[config.mk]
export PLATFORM = sky130hd
export DESIGN_NAME = seq_pattern_detector
export DESIGN_NICKNAME = d
export VERILOG_FILES = /design/src/rtl/pattern_det_pkg.sv /design/src/rtl/sat_counter.sv /design/src/rtl/seq_pattern_detector.sv
export SDC_FILE = /design/constraint.sdc
export NUM_CORES = 1
export LEC_CHECK = 0
export CAP_MARGIN = 40
export CORE_ASPECT_RATIO = 0.9
export CORE_UTILIZATION = 41
export CTS_CLUSTER_DIAMETER = 50
export DETAILED_ROUTE_END_ITERATION = 7
export SYNTH_ARGS = -nofsm -noshare
export SYNTH_HDL_FRONTEND = slang
export SYNTH_HIERARCHICAL = 1
export SYNTH_SLANG_ARGS = --single-unit
export TNS_END_PERCENT = 1
[constraint.sdc]
create_clock -name clk_i -period 3.82 [get_ports clk_i]
set_clock_uncertainty 0.05 [all_clocks]
set_input_delay 0.764 -clock clk_i [delete_from_list [all_inputs] [get_ports clk_i]]
set_output_delay 0.764 -clock clk_i [all_outputs]
set_load 0.02 [all_outputs]
[src/rtl/pattern_det_pkg.sv]
// Shared definitions for the serial pattern detector: detector state encoding,
// length-port width helper and the power-on pattern defaults.
package pattern_det_pkg;

    // FILL: fewer than len bits gathered since the last restart.
    // ARMED: at least len bits gathered, every accepted bit can match.
    typedef enum logic {
        ST_FILL  = 1'b0,
        ST_ARMED = 1'b1
    } det_state_t;

    // Width of a length/fill field able to hold 0..pat_w (and pat_w+1 for
    // range checking of incoming lengths).
    function automatic int len_width(input int pat_w);
        return $clog2(pat_w) + 1;
    endfunction

    localparam int         DEF_PAT_W   = 8;
    localparam logic [7:0] DEF_PATTERN = 8'b0001_1011;
    localparam int         DEF_LEN     = 5;
    localparam bit         DEF_OVERLAP = 1'b1;

endpackage

[src/rtl/sat_counter.sv]
// Saturating up-counter with synchronous clear and a sticky saturation flag.
// Clear has priority over increment; the flag sets on the increment that
// reaches all-ones and stays set until cleared or reset.
module sat_counter #(
    parameter int W = 16
) (
    input  logic         clk_i,
    input  logic         rst_i,
    input  logic         clear_i,
    input  logic         inc_i,
    output logic [W-1:0] count_o,
    output logic         sat_o
);

    localparam logic [W-1:0] MAX_COUNT = '1;

    logic [W-1:0] r_count;
    logic         r_sat;

    // Count accepted increments, hold at all-ones, clear wins over increment.
    always_ff @(posedge clk_i or negedge rst_i) begin
        if (!rst_i) begin
            r_count <= '0;
            r_sat   <= 1'b0;
        end else if (clear_i) begin
            r_count <= '0;
            r_sat   <= 1'b0;
        end else if (inc_i && (r_count != MAX_COUNT)) begin
            r_count <= r_count + W'(1);
            if (r_count == (MAX_COUNT - W'(1))) begin
                r_sat <= 1'b1;
            end
        end
    end

    assign count_o = r_count;
    assign sat_o   = r_sat;

endmodule

[src/rtl/seq_pattern_detector.sv]
// Runtime-programmable serial bit-pattern detector. Bits shift into a history
// register when qualified; a masked compare of the low len bits against the
// active pattern yields a registered one-cycle match pulse and bumps a
// saturating match counter. Overlap mode keeps the window armed after a
// match; non-overlap mode restarts filling from zero.
module seq_pattern_detector
    import pattern_det_pkg::*;
#(
    parameter int               PAT_W       = DEF_PAT_W,
    parameter int               CNT_W       = 16,
    parameter logic [PAT_W-1:0] RST_PATTERN = PAT_W'(DEF_PATTERN),
    parameter int               RST_LEN     = DEF_LEN,
    parameter bit               RST_OVERLAP = DEF_OVERLAP,
    localparam int              LEN_W       = len_width(PAT_W)
) (
    input  logic             clk_i,
    input  logic             rst_i,
    input  logic             d_i,
    input  logic             valid_i,
    input  logic             cfg_we_i,
    input  logic [PAT_W-1:0] cfg_pattern_i,
    input  logic [LEN_W-1:0] cfg_len_i,
    input  logic             cfg_overlap_i,
    input  logic             clear_i,
    output logic             pattern_detected_o,
    output logic [CNT_W-1:0] match_count_o,
    output logic             count_sat_o,
    output logic             cfg_err_o
);

    det_state_t       r_state;
    logic [PAT_W-1:0] r_hist;
    logic [LEN_W-1:0] r_fill;
    logic [PAT_W-1:0] r_pat;
    logic [LEN_W-1:0] r_len;
    logic             r_ovl;
    logic             r_pattern_detected;
    logic             r_cfg_err;

    logic [PAT_W-1:0] w_hist_next;
    logic [PAT_W-1:0] w_mask;
    logic [LEN_W-1:0] w_fill_plus1;
    logic [LEN_W-1:0] w_fill_inc;
    logic             w_accept;
    logic             w_fill_ready;
    logic             w_hit;
    logic             w_match;
    logic             w_cfg_len_ok;

    // Compare mask: bit gi takes part in the compare when gi < len.
    for (genvar gi = 0; gi < PAT_W; gi++) begin : g_mask
        assign w_mask[gi] = (LEN_W'(gi) < r_len);
    end

    assign w_accept     = valid_i & ~cfg_we_i;
    assign w_hist_next  = {r_hist[PAT_W-2:0], d_i};
    assign w_fill_plus1 = r_fill + LEN_W'(1);
    assign w_fill_inc   = (r_fill == LEN_W'(PAT_W)) ? r_fill : w_fill_plus1;
    // Once ARMED the window is always full; in FILL the incoming bit completes
    // the window only when exactly len-1 bits are already present.
    assign w_fill_ready = (r_state == ST_ARMED) || (w_fill_plus1 == r_len);
    assign w_hit        = (((w_hist_next ^ r_pat) & w_mask) == '0);
    assign w_match      = w_accept & w_fill_ready & w_hit;
    assign w_cfg_len_ok = (cfg_len_i != '0) && (cfg_len_i <= LEN_W'(PAT_W));

    // Detector FSM: config loading, bit shifting, fill tracking and pulses.
    always_ff @(posedge clk_i or negedge rst_i) begin
        if (!rst_i) begin
            r_state            <= ST_FILL;
            r_hist             <= '0;
            r_fill             <= '0;
            r_pat              <= RST_PATTERN;
            r_len              <= LEN_W'(RST_LEN);
            r_ovl              <= RST_OVERLAP;
            r_pattern_detected <= 1'b0;
            r_cfg_err          <= 1'b0;
        end else begin
            r_pattern_detected <= 1'b0;
            r_cfg_err          <= 1'b0;
            if (cfg_we_i) begin
                // A config cycle never consumes d_i, legal or not.
                if (w_cfg_len_ok) begin
                    r_pat   <= cfg_pattern_i;
                    r_len   <= cfg_len_i;
                    r_ovl   <= cfg_overlap_i;
                    r_fill  <= '0;
                    r_state <= ST_FILL;
                end else begin
                    r_cfg_err <= 1'b1;
                end
            end else if (valid_i) begin
                r_hist <= w_hist_next;
                if (w_match) begin
                    r_pattern_detected <= 1'b1;
                    if (r_ovl) begin
                        r_fill  <= w_fill_inc;
                        r_state <= ST_ARMED;
                    end else begin
                        // History is left in place; fill=0 hides it.
                        r_fill  <= '0;
                        r_state <= ST_FILL;
                    end
                end else begin
                    r_fill  <= w_fill_inc;
                    r_state <= (w_fill_inc >= r_len) ? ST_ARMED : ST_FILL;
                end
            end
        end
    end

    sat_counter #(
        .W (CNT_W)
    ) u_match_cnt (
        .clk_i   (clk_i),
        .rst_i   (rst_i),
        .clear_i (clear_i),
        .inc_i   (w_match),
        .count_o (match_count_o),
        .sat_o   (count_sat_o)
    );

    assign pattern_detected_o = r_pattern_detected;
    assign cfg_err_o          = r_cfg_err;

endmodule

==> reports/metrics.yaml <==
route:
  first_pass_iters: 4
  drt_wl_total_um: 5389
  antenna_left: 0
  drtIter0Drc: 113
  viasPerCell: 5.530
  wire_per_inst_um: 15.27
  vias: 1952
  drc: 0
floorplan:
  die_h_um: 75.00
  initial_core_util: 0.4264
  dieArea_um2: 6232
  core_um2: 5693
  die_w_um: 83.11
  num_rows: 26
  io_pins: 38
synthesis:
  synth_cell_types: 47
  synth-seq-cells: 44
  synth-edff-count: 0
  syn_area_per_cell_um2: 10.03
  async_flop_share: 1.000
  syn_area_um2: 2427
  synth_flop_cell: "dfrtp_1"
  ys_seq_area_frac: 0.4572
  netlist_instances: 242
  yosysWarningCount: 6
  synth_nets: 269
run:
  cap_violations: 0
pwr:
  power_density_nw_per_um2: 394.6
  p_comb_frac: 0.210
  p_leak_uw: 0.001229
  p_int_uw: 852.3
  seqPwrFrac: 0.489
  clkPwrFrac: 0.302
  power_switching_uw: 328.8
  peakVddDrop_mv: 0.1959
  netSwitchingFraction: 0.2784
clock_network:
  insertion_delay_ns: 0.30
  cts_max_level: 2
  cts_hold_buf: 0
  cts_setup_buffers: 0
  clock-sinks: 44
  cts_tree: "done"
  clk_pin_slew_ns: 0.08
  root_buffer: "clkbuf_8"
  cts_buffers: 5
  clockBufferDepth: 2
  ctsResizeCount: 0
global_route:
  track_usage: 0.1866
  grt_pass1_vias: 1784
  grt_use_met2: 0.2723
  grt_max_degree: 31
  top_usage_layer: "met1"
  grt_pass1_wl_um: 9094
  met1_usage: 0.2774
  overflow: 0
  antenna_found_initial: 0
  met3_usage: 0.03509
setup_path:
  cp_max_fo: 10
  cp-startpoint: "cfg_we_i"
  critPathRequiredTime_ns: 3.98
  worst_setup_path_end_kind: "flop"
  path_class: "in2reg"
  r2r-start: "r_fill[0]"
  start_kind: "input port"
  crit_chain: "clkdlybuf4s50_1, nor2b_2, o221ai_1, a211oi_2, o211ai_2, inv_1, nand4_1, or2_0, or4b_1, a21oi_1"
  cp.arrival_ns: 3.48
  critPathSlowestCell: "or4b_1"
  cp_slowest_stage_delay_ns: 0.52
sta:
  setup-violations-final: 0
  fin_crit_sh: 0.8679
  slew_violations: 0
  clock.fmax_ghz: 0.3016
  rsz0062_at_grt: "false"
  min_period_ns: 3.315
  timing.setup.tns_ns: 0
  holdWs_ns: 0.3168
  tightest_slew_ns: 0.7157
  slew_headroom: 0.5214
  hold_viol_final: 0
finish:
  final_cell_mix: "dfrtp_1, clkdlybuf4s50_1, nand2_1"
  nNetsFinal: 309
  area_growth_pct: 23.30
  drive_gt1_frac: 0.1413
  final_common_cell: "dfrtp_1"
  fin_area_um2: 2993
  n_antenna_cell: 0
place:
  dpl-instance-area_um2: 2882
  dp_hpwl_um: 3849
  place.gp.congestion: 0.8024
  io_buffers: 37
status:
  status: "finished clean"
min_path:
  holdCritPathClass: "in2async"
## worst max-delay path, delay by kind of cell
family | cells | cell delay [ns]
AOI/OAI and AO/OA | 4 | 0.66
buffers and inverters | 2 | 0.75
and+or+nand+nor | 4 | 1.31
## final timing paths
check | endpoint | slack (ns) | cells after the start
hold / removal | u_match_cnt/count_o[8] | 0.32 | 1
max in group asynchronous | r_pat[0] | 2.85 | 2
setup reg to reg | u_match_cnt/count_o[9] | 0.66 | 10
hold reg to reg | r_hist[6] | 0.46 | 2
setup / recovery | u_match_cnt/count_o[9] | 0.50 | 10
min in group clk_i | r_hist[6] | 0.46 | 2
## stage by stage
step / total power [uW] / setup slack (ns) / util / cells
finish: 1181 / 0.5047 / 0.5257 / 353
global route: 1248 / 0.2465 / 0.5257 / 353
CTS: 1196 / 0.5383 / 0.5257 / 353
detailed placement: 834.3 / 0.2381 / 0.5062 / 345
global placement: 828.8 / 0.3374 / 0.5026 / 344
floorplan: 751.4 / 1.021 / - / 242
## layout make-up
type	count	area, um2
fill	500	2700
multi-input combinational	180	1246
sequential	44	1110
timing repair buffer	39	392.9
tap	70	87.58
clock buffer	5	68.82
inverter	12	45.04
clock inverter	3	42.54
## power by group through the flow
stage	clock network, uW	registers, uW	logic [uW]
floorplan	0	574	178
global placement	0	586	243
detailed placement	0	586	248
CTS	368	577	251
global route	385	586	278
finish	356	577	248
## routing by layer
metal  part of all wire  wire length (um)
met5                  0                 0
met4              0.018                99
met3              0.037               202
met2               0.43              2323
met1               0.51              2763
## synthesized netlist by cell type (6+ instances only)
master / n / area (um2)
nor2_1: 11 / 41.29
ha_1: 8 / 100.1
inv_1: 12 / 45.04
mux2_2: 14 / 157.7
nor3_1: 6 / 30.03
dfstp_2: 7 / 183.9
nand2_1: 35 / 131.4
dfrtp_1: 37 / 925.9
a21oi_1: 17 / 85.08
xnor2_1: 14 / 122.6
## flip-flops by register name, indices dropped and copies added (netlist names)
register and count:
cfg_err_o 1, pattern_detected_o 1, r_fill 4, r_hist 7, r_len 4, r_ovl 1, r_pat 8, r_state 1
u_match_cnt/count_o 16, u_match_cnt/sat_o 1
## logic make-up (layout without fill, tap and decap cells)
kind of cell    Yosys count  count (layout)  synth area share
compound gates           48              48            0.1423
xor+xnor                 17              17           0.06134
fa+ha+maj                 8               8           0.04124
buf+inv                  18              59           0.02938
flops                    44              44            0.4572
mux                      14              14           0.06495
simple gates             93              93            0.2036
(Power assumes the default switching activity.)
